[src/rtl/demux1x2_tdm_pkg.sv]
`default_nettype none
// ============================================================================
// Module   : demux1x2_tdm_pkg
// Brief    : Shared FSM state encoding and channel tags for demux1x2_tdm.
// Revision : 1.0
// ============================================================================
package demux1x2_tdm_pkg;

    typedef enum logic [1:0] {
        WAIT0 = 2'd0,
        WAIT1 = 2'd1,
        HOLD  = 2'd2
    } state_t;

    localparam logic CH_I0 = 1'b0;
    localparam logic CH_I1 = 1'b1;

endpackage
`default_nettype wire

[src/rtl/demux1x2_tdm_pair_counter.sv]
`default_nettype none
// ============================================================================
// Module   : pair_counter
// Brief    : Free-wrapping CNT_W-bit event counter with enable.
// Revision : 1.0
// ============================================================================
module pair_counter #(
    parameter int CNT_W = 16
) (
    input  logic             clk,
    input  logic             rst_n,
    input  logic             i_en,
    output logic [CNT_W-1:0] o_cnt
);

    localparam logic [CNT_W-1:0] c_ONE = {{(CNT_W-1){1'b0}}, 1'b1};

    logic [CNT_W-1:0] r_cnt;

    always_ff @(posedge clk or negedge rst_n) begin
        if (!rst_n) begin
            r_cnt <= '0;
        end else if (i_en) begin
            r_cnt <= r_cnt + c_ONE;
        end
    end

    assign o_cnt = r_cnt;

endmodule
`default_nettype wire

[src/rtl/demux1x2_tdm.sv]
`default_nettype none
// ============================================================================
// Module   : demux1x2_tdm
// Brief    : Rebuilds (I0, I1) sample pairs from a 2:1 time-multiplexed stream.
// Revision : 1.0
// ============================================================================
module demux1x2_tdm
    import demux1x2_tdm_pkg::*;
#(
    parameter int WIDTH = 8,
    parameter int CNT_W = 16
) (
    input  logic             clk,
    input  logic             rst_n,
    input  logic [WIDTH-1:0] din,
    input  logic             sel,
    input  logic             din_valid,
    output logic             din_ready,
    output logic [WIDTH-1:0] ch0_out,
    output logic [WIDTH-1:0] ch1_out,
    output logic             out_valid,
    input  logic             out_ready,
    output logic             seq_err,
    output logic [CNT_W-1:0] pair_cnt
);

    state_t           r_state;
    state_t           w_next;
    logic             w_din_ready;
    logic             w_out_valid;
    logic             w_accept;
    logic             w_load0;
    logic             w_load1;
    logic             w_err;
    logic [WIDTH-1:0] r_ch0;
    logic [WIDTH-1:0] r_ch1;
    logic             r_seq_err;

    assign w_accept = din_valid && w_din_ready;

    always_ff @(posedge clk or negedge rst_n) begin
        if (!rst_n) begin
            r_state <= WAIT0;
        end else begin
            r_state <= w_next;
        end
    end

    // An accept in HOLD is only possible while the pair is being taken,
    // so a good I0 there starts the next pair without a bubble.
    always_comb begin
        w_next  = r_state;
        w_load0 = 1'b0;
        w_load1 = 1'b0;
        w_err   = 1'b0;
        case (r_state)
            WAIT0: begin
                if (w_accept) begin
                    if (sel == CH_I0) begin
                        w_load0 = 1'b1;
                        w_next  = WAIT1;
                    end else begin
                        w_err   = 1'b1;
                    end
                end
            end
            WAIT1: begin
                if (w_accept) begin
                    if (sel == CH_I1) begin
                        w_load1 = 1'b1;
                        w_next  = HOLD;
                    end else begin
                        w_load0 = 1'b1;
                        w_err   = 1'b1;
                    end
                end
            end
            HOLD: begin
                if (out_ready) begin
                    w_next = WAIT0;
                    if (w_accept) begin
                        if (sel == CH_I0) begin
                            w_load0 = 1'b1;
                            w_next  = WAIT1;
                        end else begin
                            w_err   = 1'b1;
                        end
                    end
                end
            end
            default: w_next = WAIT0;
        endcase
    end

    always_comb begin
        w_din_ready = 1'b1;
        w_out_valid = 1'b0;
        if (r_state == HOLD) begin
            w_din_ready = out_ready;
            w_out_valid = 1'b1;
        end
    end

    always_ff @(posedge clk or negedge rst_n) begin
        if (!rst_n) begin
            r_ch0     <= '0;
            r_ch1     <= '0;
            r_seq_err <= 1'b0;
        end else begin
            if (w_load0) begin
                r_ch0 <= din;
            end
            if (w_load1) begin
                r_ch1 <= din;
            end
            r_seq_err <= w_err;
        end
    end

    pair_counter #(
        .CNT_W (CNT_W)
    ) u_pair_counter (
        .clk   (clk),
        .rst_n (rst_n),
        .i_en  (w_out_valid && out_ready),
        .o_cnt (pair_cnt)
    );

    assign din_ready = w_din_ready;
    assign out_valid = w_out_valid;
    assign ch0_out   = r_ch0;
    assign ch1_out   = r_ch1;
    assign seq_err   = r_seq_err;

endmodule
`default_nettype wire

[config.mk]
export PLATFORM = sky130hd
export DESIGN_NAME = demux1x2_tdm
export DESIGN_NICKNAME = d
export VERILOG_FILES = /design/src/rtl/demux1x2_tdm_pkg.sv /design/src/rtl/demux1x2_tdm_pair_counter.sv /design/src/rtl/demux1x2_tdm.sv
export SDC_FILE = /design/constraint.sdc
export NUM_CORES = 1
export LEC_CHECK = 0
export BUFFER_PORTS_ARGS = -buffer_cell sky130_fd_sc_hd__buf_2
export CORE_MARGIN = 4
export CORE_UTILIZATION = 53
export DETAILED_ROUTE_END_ITERATION = 10
export GPL_TIMING_DRIVEN = 0
export HOLD_SLACK_MARGIN = 0.03
export PLACE_DENSITY = 0.92
export SLEW_MARGIN = 20
export SYNTH_ARGS = -nofsm -noshare
export SYNTH_HDL_FRONTEND = slang
export SYNTH_SLANG_ARGS = --single-unit
[constraint.sdc]
create_clock -name clk -period 3.71 [get_ports clk]
set_clock_uncertainty 0.2 [all_clocks]
set_input_delay 0.1855 -clock clk [delete_from_list [all_inputs] [get_ports clk]]
set_output_delay 0.1855 -clock clk [all_outputs]
set_load 0.005 [all_outputs]
* Yosys cells after proc, flatten, opt, wreduce, memory -nomap -nowiden *
Index checks and enable logic that the tools add are counted.

storage, ports and cells
  bits in registers = 35
  input port bits = 13
  output and inout port bits = 35
  word-level logic and storage cells = 37

operators by class
  add/sub/neg operators = 1
  eq/ne operators = 7
  multiplexer cells = 19
  reduce and logical (&&, ||, !) cells = 5

operator list
  operator                 count
  $add A16 B1 Y16 const B  1
  $mux W1                  11
  $mux W2                  5
  $ne A2 B2 Y1 const B     5
  $pmux W2 S3              1
  $reduce_and A5 Y1        1
  $pmux W1 S3              1
  $eq A2 B1 Y1 const B     1
  $eq A2 B2 Y1 const B     1
  $logic_and A1 B1 Y1      2
  $logic_not A2 Y1         1
  $pmux W1 S2              1
  $reduce_or A2 Y1         1

* Logic depth before layout (Yosys ltp) *
Gate-level depths: netlist of run 1.

  depth in word-level cells = 6
  depth in mapped cells = 5
  mapped depth without buffers = 5

* Hierarchy *
From an unflattened synthesis of run 1, not the netlist that was laid out.

unflattened totals
  cells, all modules = 105
  area total of the unflattened synthesis = 1505.2 sq um

modules (own cells, without submodules)
  module        instances  cells each  area an instance (sq um)  seq. area each (sq um)
  demux1x2_tdm  1          49          809.5                     475.5
  pair_counter  1          56          695.7                     400.4

* Worst setup path before layout of run 1 *
OpenSTA, ideal clock, no wires.

  path type = register to register
  start = reg r_state[0]
  end = reg r_ch0[0] (netlist: ch0_out[0])
  setup time = 0.125 ns
  arrival time = 1.384 ns
  required time = 3.385 ns
  path slack = 2.002 ns
  stages on the path, launching flop included = 5
  buffers on the path = 1
  period minus slack after synthesis = 1.708 ns
  path through = dfrtp_1 buf_6 nand2b_4 a211oi_4 mux2_2

between the ends
  cells in the longest elaborated chain, start to end = 6
  elaborated cells between the ends (all ways) = 9
  classes of those cells = eq/ne: 2; mux: 4; reduce/logical: 3

ends and longest elaborated chain
  element                 RTL line                                source
  start, declared         demux1x2_tdm.sv:27                      state_t r_state;
  start signal, assigned  demux1x2_tdm.sv:45                      r_state <= w_next;
  $eq A2 B2 Y1            demux1x2_tdm.sv:56, demux1x2_tdm.sv:98
  $mux W1                 demux1x2_tdm.sv:98                      if (r_state == HOLD) begin
  $logic_and A1 B1 Y1     demux1x2_tdm.sv:39                      assign w_accept = din_valid && w_din_ready;
  $mux W1                 demux1x2_tdm.sv:68                      if (w_accept) begin
  $mux W1                 demux1x2_tdm.sv:79                      if (out_ready) begin
  $pmux W1 S2 *           demux1x2_tdm.sv:56                      case (r_state)
  end signal, assigned    demux1x2_tdm.sv:111                     r_ch0 <= din;
  end, declared           demux1x2_tdm.sv:35                      logic [WIDTH-1:0] r_ch0;

Mark *: on every way between the ends. The rest lies on a longest branch, timed or not.
A chain may end at the register's enable or synchronous reset.

* Worst setup path in the final report of run 1 *
  start = reg r_state[1]
  end = out din_ready

between the ends
  cells in the longest elaborated chain, start to end = 2

ends and longest elaborated chain
  element        RTL line            source
  $eq A2 B2 Y1   demux1x2_tdm.sv:98
  $mux W1        demux1x2_tdm.sv:98
  end, declared  demux1x2_tdm.sv:18  output logic din_ready,

Every way passes these cells.

==> reports/summary.txt, run 1 <==
Outcome = completed
ANT nets after route = 0
Congestion Overflow GR = 0
Syn_nets = 124
Crit path kind = flop to primary output
Synthesized cell area = 1470 µm²
Clock transition at the registers of the reported paths = 0.10 ns
Die X = 60.6 µm
Largest net degree at the start of global routing = 36
Clock power frac = 25.7%
Crit path launch type = flop
Max Fclk = 0.511 GHz
Met1 wire length = 1260 µm
CP Max Fanout = 5
Pint = 662 µW
H-tree levels = 2
Final-report max-slew violation count = 0
CTS tree = yes
R2R cell count = 4
Worst vdd ir = 0.342 mV
Hold path cells = 4
Hold Slack = 0.112 ns
Clock Latency Late Sink = 0.34 ns
Antenna violations before repair = 0
Worst Setup End Kind = primary output
Worst-Margin Slew = 0.734 ns
Sw power = 246 µW
Worst EP arrival = 1.57 ns
Area contributors post-synth = dfrtp_1, mux2_2, xnor2_1
Die area = 3670 µm²
IO Count = 48
Met3 WL = 184 µm
Period utilization = 52.7%
Seq pwr share = 53.6%
Worst Hold Class = input port to flop
Min Clock Period, post-route = 1.96 ns
TritonRoute pass-1 iters = 4
Layout cells sized above 1 = 44.3%
Top sig layer = met4
Initial Util = 57.2%
Port buffer count = 47
Fillcell total = 176
Vias per Instance = 5.19
Synthesis-to-finish area growth = 30.8%
Slew HR = 51.0%
GRT Overall Usage = 19.1%
Setup_tns = 0 ns
# DRC = 0
PwrDens = 473 nW/µm²
Synth Register Bits = 35
Post-synth top area share = 59.7%
# rows = 18
Critical Path RT = 3.32 ns
Final nets = 189
Vias = 1070
Global-route wire length before repair = 5060 µm
Post-DP HPWL = 2230 µm
RSZ-0062 raised after global routing = false
Worst-case clock buffer depth = 2
Root buf cell = clkbuf_4
Final setup vio count = 0
DIE HEIGHT = 60.6 µm
Post-synthesis average cell area = 13.3 µm²
Comb power frac = 20.7%
Post-synthesis sequential area ratio = 59.7%
Final wirelength = 3120 µm
TritonCTS Buffers = 5
Core area = 2570 µm²
Synth Instances = 110
Clk sink count = 35
Drt wl/cell = 15.1 µm
Ant diodes = 0
RePlAce Congestion = 0.745
Maxcap violations = 0
Sw frac = 27.1%
Initial DRC count = 53
Number of global-route vias before repair = 1066
Leak = 0.000954 µW
# resized after CTS = 0
Count of cell types in the netlist = 24
Met2 WL = 1630 µm
Final Hold Viols = 0
Synth warnings = 0
Synth area leader = dfrtp_1
==> stage by stage <==
| stage | instance area (µm²) | power (µW) | util, % | setup slack [ns] | cells |
|---|---|---|---|---|---|
| detailed placement | 1740 | 676 | 67.8 | 1.83 | 187 |
| floorplan | 1470 | 576 | - | 2.00 | 110 |
| CTS | 1920 | 916 | 74.8 | 1.75 | 206 |
| global placement | 1740 | 660 | 67.8 | 1.90 | 187 |
| global route | 1920 | 959 | 74.8 | 1.69 | 206 |
| finish | 1920 | 908 | 74.8 | 1.75 | 206 |
==> timing repair <==
item | in CTS | in global routing
hold buffers | 11 | 0
endpoints found under the hold margin | 53 | 0
buffers inserted | 0 | 0
==> per-layer routing <==
| layer | track usage, % | up-vias |
|---|---|---|
| li1 | - | 507 |
| met2 | 32.4 | 30 |
| met3 | 4.47 | 6 |
| met5 | 0 | - |
| met4 | 7.43 | 0 |
| met1 | 23.8 | 527 |
==> cell usage after synthesis <==
master and instances:
nand4_2 1, a31o_2 1, xnor2_1 12, nand3b_1 1, nor2_1 6, nor3_4 1
inv_1 2, and3_1 1, dfrtp_1 35, a211oi_4 1, and2_1 1, nand2b_4 1
or3_2 1, mux2_2 17, nand2_1 9, nand4b_1 1, o21ai_0 2, buf_6 1
nor3_1 1, nand4_1 2, xor2_1 3, ha_1 1, nor2b_1 1, nand3_1 8
==> flip-flops by register name, summed over array words and instances (netlist names) <==
name                  flops
r_state                   2
ch0_out                   8
u_pair_counter.o_cnt     16
seq_err                   1
ch1_out                   8
==> kinds of logic after synthesis <==
kind of cell               after synthesis  synth area share [%]
adders and majority gates                1                 0.852
DFF                                     35                  59.7
and+or+nand+nor                         35                  13.6
buffers and inverters                    3                  1.28
xor gates and xnor gates                15                  8.95
AOI/OAI and AO/OA                        4                  2.64
muxes                                   17                  13.0
==> critical path, cell delays in order, from the launching register on <==
cell	delay, ns
dfrtp_1	0.46
inv_1	0.14
or3_2	0.49
buf_2	0.15
==> final cells by class <==
| cell class | count | area (µm²) | area share [%] |
|---|---|---|---|
| sequential | 35 | 876 | 45.6 |
| multi-input combinational | 72 | 573 | 29.9 |
| timing repair buffer | 58 | 345 | 18.0 |
| clock buffer | 8 | 68.8 | 3.59 |
| tap | 30 | 37.5 | 1.96 |
| buffer | 1 | 11.3 | 0.587 |
| inverter | 2 | 7.51 | 0.391 |
==> path summary, 6_finish.rpt <==
kind,startpoint,slack [ns],to
max in group asynchronous,rst_n,2.60,u_pair_counter.o_cnt[9]
max reg2reg,r_state[0],1.81,ch0_out[3]
min in group asynchronous,rst_n,0.24,ch0_out[0]
max,r_state[1],1.75,din_ready
min reg2reg,u_pair_counter.o_cnt[15],0.27,u_pair_counter.o_cnt[15]
min,sel,0.11,seq_err
==> placed cells by master (no fill, tap or decap), types with 3 or more instances in the layout <==
| master | synthesis | routed |
|---|---|---|
| buf_2 | 0 | 47 |
| dfrtp_1 | 35 | 35 |
| mux2_2 | 17 | 17 |
| xnor2_1 | 12 | 12 |
| dlygate4sd3_1 | 0 | 11 |
| nand2_1 | 9 | 9 |
| nand3_1 | 8 | 8 |
| nor2_1 | 6 | 6 |
| clkbuf_4 | 0 | 5 |
| xor2_1 | 3 | 3 |
==> power groups by stage <==
| stage | registers, µW | clock network (µW) | logic (µW) |
|---|---|---|---|
| final | 487 | 233 | 188 |
| after global routing | 495 | 257 | 206 |
| after CTS | 486 | 239 | 191 |
| after detailed placement | 493 | 0 | 182 |
| after global placement | 486 | 0 | 174 |
| after floorplan | 495 | 0 | 81.5 |
No activity file was read; power rests on OpenSTA's default activity.
==> run 2, diff against run 1 <==
--- a/config.mk
+++ b/config.mk
@@ -7,11 +7,11 @@
 export LEC_CHECK = 0
 export BUFFER_PORTS_ARGS = -buffer_cell sky130_fd_sc_hd__buf_2
 export CORE_MARGIN = 4
-export CORE_UTILIZATION = 53
+export CORE_UTILIZATION = 49
 export DETAILED_ROUTE_END_ITERATION = 10
 export GPL_TIMING_DRIVEN = 0
 export HOLD_SLACK_MARGIN = 0.03
-export PLACE_DENSITY = 0.92
+export PLACE_DENSITY = 0.87
 export SLEW_MARGIN = 20
 export SYNTH_ARGS = -nofsm -noshare
 export SYNTH_HDL_FRONTEND = slang
==> constraint.sdc (replaced) <==
create_clock -name clk -period 2 [get_ports clk]
set_clock_uncertainty 0.2 [all_clocks]
set_input_delay 0.1 -clock clk [delete_from_list [all_inputs] [get_ports clk]]
set_output_delay 0.1 -clock clk [all_outputs]
set_load 0.005 [all_outputs]
==> run 2 against run 1 <==
Non-clock buffer count is 1 higher. Design area fell by 0.20%. Final cell count is 0.97% higher. Global-route usage down 1.8 points. Sequential power rose by 84%. Clock-buffer cell count fell by 2. First-iteration DRC count up 3.8%. Combinational power increased by 88%. Worst setup slack lost 1.6 ns. Wire length decreased by 2.4%. Die area grew 7.1%. Power is 79% higher. Critical path type unchanged. Critical endpoint unchanged. Largest cell class unchanged.
==> reports/summary.txt, run 2 (synthesis gave the netlist of run 1 again) <==
Port buffer count = 47 (unchanged)
PwrDens = 847 nW/µm² (was 473 nW/µm²)
Worst EP arrival = 1.57 ns (about the same)
Final-report max-slew violation count = 0 (unchanged)
Antenna violations before repair = 0 (unchanged)
Worst Setup SP = r_state[1] (unchanged)
Number of global-route vias before repair = 1103 (was 1066)
# resized after CTS = 0 (unchanged)
Final setup vio count = 0 (unchanged)
Worst-Margin Slew = 0.739 ns (was 0.734 ns)
Max reg flops = 16 (unchanged)
Post-DP HPWL = 2090 µm (was 2230 µm)
Root buf cell = clkbuf_4 (unchanged)
Die X = 62.7 µm (was 60.6 µm)
RePlAce Congestion = 0.773 (was 0.745)
Final Hold Viols = 0 (unchanged)
DIE HEIGHT = 62.7 µm (was 60.6 µm)
Largest net degree at the start of global routing = 36 (unchanged)
Vias = 1073 (was 1070)
Synthesis-to-finish area growth = 30.5% (was 30.8%)
Crit path launch type = flop (unchanged)
Drt wl/cell = 14.6 µm (was 15.1 µm)
Slew HR = 50.7% (was 51.0%)
Final wirelength = 3050 µm (was 3120 µm)
Leak = 0.000947 µW (was 0.000954 µW)
TritonCTS Buffers = 5 (unchanged)
Maxcap violations = 0 (unchanged)
Congestion Overflow GR = 0 (unchanged)
Critical Path RT = 1.70 ns (was 3.32 ns)
Crit path kind = flop to primary output (unchanged)
GRT Overall Usage = 17.4% (was 19.1%)
Worst vdd ir = 0.665 mV (was 0.342 mV)
Layout cells sized above 1 = 44.1% (was 44.3%)
Pint = 1160 µW (was 662 µW)
IO Count = 48 (unchanged)
Commonest cells after routing, fill and taps aside = buf_2, dfrtp_1, mux2_2 (unchanged)
Reg2reg start = r_state[0] (unchanged)
Clock Latency Late Sink = 0.34 ns (about the same)
Min Clock Period, post-route = 1.87 ns
Seq pwr share = 55.2% (was 53.6%)
Vias per Instance = 5.16 (was 5.19)
ANT nets after route = 0 (unchanged)
Core area = 2810 µm² (was 2570 µm²)
H-tree levels = 2 (unchanged)
Initial DRC count = 55 (was 53)
Outcome = completed (unchanged)
Most common cell after layout, fill and taps aside = buf_2 (unchanged)
Placed cells = 188 (was 187)
Final cell count without fillers = 208 (was 206)
Max Fclk = 0.534 GHz
Comb power frac = 21.7% (was 20.7%)
Ant diodes = 0 (unchanged)
TritonRoute pass-1 iters = 4 (unchanged)
Clk sink count = 35 (unchanged)
CTS tree = yes (unchanged)
Initial Util = 52.3% (was 57.2%)
Clock transition at the registers of the reported paths = 0.11 ns (was 0.10 ns)
Sw power = 463 µW (was 246 µW)
Sw frac = 28.6% (was 27.1%)
Setup bufs post-CTS = 0 (unchanged)
Worst Hold Class = input port to asynchronous set/reset pin (was input port to flop)
Worst Setup End Kind = primary output (unchanged)
Global-route wire length before repair = 5240 µm (was 5060 µm)
RSZ-0062 raised after global routing = false (unchanged)
# DRC = 0 (unchanged)
CP Max Fanout = 5 (unchanged)
Setup_tns = 0 ns (unchanged)
# hold bufs at CTS = 12 (was 11)
Worst-case clock buffer depth = 2 (unchanged)
Clock power frac = 23.0% (was 25.7%)
Hold Slack = 0.150 ns (was 0.112 ns)
Final nets = 190 (was 189)
Period utilization = 93.7%
Die area = 3940 µm² (was 3670 µm²)
# rows = 19 (was 18)
[run 2: cell count changes in the layout (fill, tap and decap cells not counted), sizes merged]
cell         change
clkinv           +1
clkinvlp         +1
clkbuf           -2
dlygate4sd3      +1
[run 2: worst max-delay path, stage by stage, from the launching register on]
cell	delay [ns]
dfrtp_1	0.46
inv_1	0.14
or3_2	0.48
buf_2	0.15
[run 2: routing by layer]
metal  share of wire (%)  track usage, %  vias up
li1                    -               -      508
met1                  40            19.7      526
met2                  51            28.4       29
met3                 5.1            5.94       10
met4                 3.3            10.2        0
met5                   0               0        -
[run 2: stage by stage]
stage	total power (µW)	setup WS [ns]	util (%)	cell area (µm²)
after floorplan	1070	0.292	-	1470
after global placement	1230	0.185	62.1	1740
after detailed placement	1250	0.123	62.1	1740
after CTS	1650	0.106	68.3	1920
after global routing	1720	0.0524	68.3	1920
final	1620	0.126	68.3	1920
[run 2: path summary, 6_finish.rpt]
| kind | endpoint | slack, ns | cells past startpoint |
|---|---|---|---|
| worst max-delay path | din_ready | 0.13 | 3 |
| worst min-delay path | ch1_out[3] | 0.15 | 2 |
| worst max register to register | ch0_out[7] | 0.13 | 4 |
| worst min register to register | u_pair_counter.o_cnt[15] | 0.28 | 1 |
| max in group asynchronous | u_pair_counter.o_cnt[11] | 0.97 | 2 |
| min in group clk | u_pair_counter.o_cnt[15] | 0.28 | 1 |
[run 2: cell type report]
cell class / instances / area [µm²]
Buffer: 1 / 11.3
Clock buffer: 6 / 41.3
Clock inverter: 2 / 12.5
Fill cell: 211 / 890
Inverter: 2 / 7.51
Multi-Input combinational cell: 72 / 573
Sequential cell: 35 / 876
Tap cell: 31 / 38.8
Timing Repair Buffer: 59 / 355
[run 2: power by group through the flow]
| stage | combinational, µW | clock [µW] | sequential (µW) |
|---|---|---|---|
| 4_1_cts | 363 | 389 | 896 |
| 3_5_place_dp | 343 | 0 | 911 |
| 2_1_floorplan | 151 | 0 | 918 |
| 5_1_grt | 388 | 422 | 912 |
| 6_report | 353 | 374 | 896 |
| 3_3_place_gp | 325 | 0 | 902 |
==> run 3, diff against run 2 <==
--- a/config.mk
+++ b/config.mk
@@ -11,6 +11,7 @@
 export DETAILED_ROUTE_END_ITERATION = 10
 export GPL_TIMING_DRIVEN = 0
 export HOLD_SLACK_MARGIN = 0.03
+export MAX_ROUTING_LAYER = met4
 export PLACE_DENSITY = 0.87
 export SLEW_MARGIN = 20
 export SYNTH_ARGS = -nofsm -noshare
==> run 3 against run 2 <==
Utilization did not move. Die area did not move. Wire length up 0.99%. Critical path depth stayed put. Via count decreased by 0.37%. Non-clock buffer count unchanged. Clock-buffer cell count is the same. Sequential cell count is the same. Critical endpoint unchanged.
==> reports/summary.txt, run 3 (synthesis gave the netlist of run 1 again) <==
Slew HR = 50.1% (was 50.7%)
Congestion Overflow GR = 0 (unchanged)
RSZ-0062 raised after global routing = false (unchanged)
Largest net degree at the start of global routing = 36 (unchanged)
Critical Path RT = 1.70 ns (about the same)
Initial Util = 52.3% (unchanged)
Fin util = 68.3% (unchanged)
Layout cells sized above 1 = 44.1% (unchanged)
Synthesis-to-finish area growth = 30.5% (unchanged)
Slowest CP cell = or3_2 (unchanged)
PwrDens = 846 nW/µm² (was 847 nW/µm²)
# hold bufs at CTS = 12 (unchanged)
Crit path kind = flop to primary output (unchanged)
Final Hold Viols = 0 (unchanged)
Antenna violations before repair = 0 (unchanged)
Post-DP HPWL = 2090 µm (unchanged)
Crit path to = din_ready (unchanged)
Worst Setup SP = r_state[1] (unchanged)
Leak = 0.000947 µW (unchanged)
Min Clock Period, post-route = 1.88 ns (was 1.87 ns)
Die X = 62.7 µm (unchanged)
CTS tree = yes (unchanged)
Hold Slack = 0.154 ns (was 0.150 ns)
Clock Latency Late Sink = 0.34 ns (about the same)
ANT nets after route = 0 (unchanged)
Ant diodes = 0 (unchanged)
Initial DRC count = 49 (was 55)
RePlAce Congestion = 0.783 (was 0.773)
Final nets = 190 (unchanged)
Global-route wire length before repair = 5240 µm (about the same)
# DRC = 0 (unchanged)
Clk sink count = 35 (unchanged)
Root buf cell = clkbuf_4 (unchanged)
Vias = 1069 (was 1073)
H-tree levels = 2 (unchanged)
# rows = 19 (unchanged)
Final-report max-slew violation count = 0 (unchanged)
WP buf/inv = 2 (unchanged)
Worst-Margin Slew = 0.749 ns (was 0.739 ns)
Worst-case clock buffer depth = 2 (unchanged)
Period utilization = 93.8% (was 93.7%)
Setup_tns = 0 ns (unchanged)
Final worst slack = 0.124 ns (was 0.126 ns)
Drt wl/cell = 14.8 µm (was 14.6 µm)
Max Fclk = 0.533 GHz (was 0.534 GHz)
Core area = 2810 µm² (unchanged)
Vias per Instance = 5.14 (was 5.16)
Max reg flops = 16 (unchanged)
DIE HEIGHT = 62.7 µm (unchanged)
Reg2reg start = r_state[0] (unchanged)
Worst Setup End Kind = primary output (unchanged)
Most common cell after layout, fill and taps aside = buf_2 (unchanged)
Final setup vio count = 0 (unchanged)
Commonest cells after routing, fill and taps aside = buf_2, dfrtp_1, mux2_2 (unchanged)
R2R cell count = 4 (unchanged)
IO Count = 48 (unchanged)
Outcome = completed (unchanged)
Port buffer count = 47 (unchanged)
TritonRoute pass-1 iters = 3 (was 4)
Worst Hold Class = input port to asynchronous set/reset pin (unchanged)
R2r setup slk = 0.13 ns (about the same)
Stages on worst setup path = 3 (unchanged)
GRT Overall Usage = 17.9% (was 17.4%)
Setup bufs post-CTS = 0 (unchanged)
# resized after CTS = 0 (unchanged)
Number of global-route vias before repair = 1101 (was 1103)
Worst vdd ir = 0.663 mV (was 0.665 mV)
Maxcap violations = 0 (unchanged)
CP Max Fanout = 5 (unchanged)
Final wirelength = 3080 µm (was 3050 µm)
Reg-to-Reg End = ch0_out[7] (unchanged)
Placement Setup Slack = 0.123 ns (unchanged)
TritonCTS Buffers = 5 (unchanged)
Clock transition at the registers of the reported paths = 0.11 ns (about the same)
CP top delay family = simple AND/OR/NAND/NOR gates (unchanged)
CP peak stage delay = 0.48 ns (about the same)
Worst EP arrival = 1.58 ns (was 1.57 ns)
Die area = 3940 µm² (unchanged)
Crit path launch type = flop (unchanged)
Crit path cell chain = inv_1 -> or3_2 -> buf_2 (unchanged)
==> run 3: cell counts in the layout (fill, tap and decap cells not counted) <==
No cell type changed its count.
==> run 3: how the worst min path moves through the flow <==
| stage | start | end | cells after the start |
|---|---|---|---|
| after floorplan | rst_n | ch0_out[0] | 0 |
| after global placement | rst_n | ch0_out[3] | 1 |
| after detailed placement | rst_n | ch1_out[3] | 1 |
| after CTS | rst_n | ch1_out[3] | 2 |
| after global routing | rst_n | u_pair_counter.o_cnt[15] | 2 |
| final | rst_n | ch1_out[3] | 2 |
==> run 3: per-stage QoR <==
| stage | cell area [µm²] | instances | power [µW] |
|---|---|---|---|
| after floorplan | 1470 | 110 | 1070 |
| after global placement | 1740 | 188 | 1230 |
| after detailed placement | 1740 | 188 | 1250 |
| after CTS | 1920 | 208 | 1650 |
| after global routing | 1920 | 208 | 1720 |
| final | 1920 | 208 | 1620 |
==> run 3: worst reg2reg max path: stages (launching register included) <==
cell      delay, ns
dfrtp_1        0.39
buf_6          0.13
nand2b_4       0.14
a211oi_4       0.52
mux2_2         0.40
==> run 3: report_power, final <==
| part | internal, µW | switching (µW) |
|---|---|---|
| Clock | 136 | 237 |
| Combinational | 205 | 148 |
| Sequential | 820 | 75.8 |
==> run 3: metal layers <==
layer / vias up / global-route usage (%) / share of wire [%]
li1: 513 / - / -
met2: 28 / 28.5 / 51
met4: 0 / 10.2 / 2.8
met3: 10 / 5.94 / 5.0
met1: 518 / 19.7 / 41
met5: - / - / 0
==> run 3: area by class of cell <==
type                       instances  area (µm²)
multi-input combinational         72         573
buffer                             1        11.3
inverter                           2        7.51
clock inverter                     2        12.5
sequential                        35         876
clock buffer                       6        41.3
tap                               31        38.8
timing repair buffer              59         355
fill                             211         890
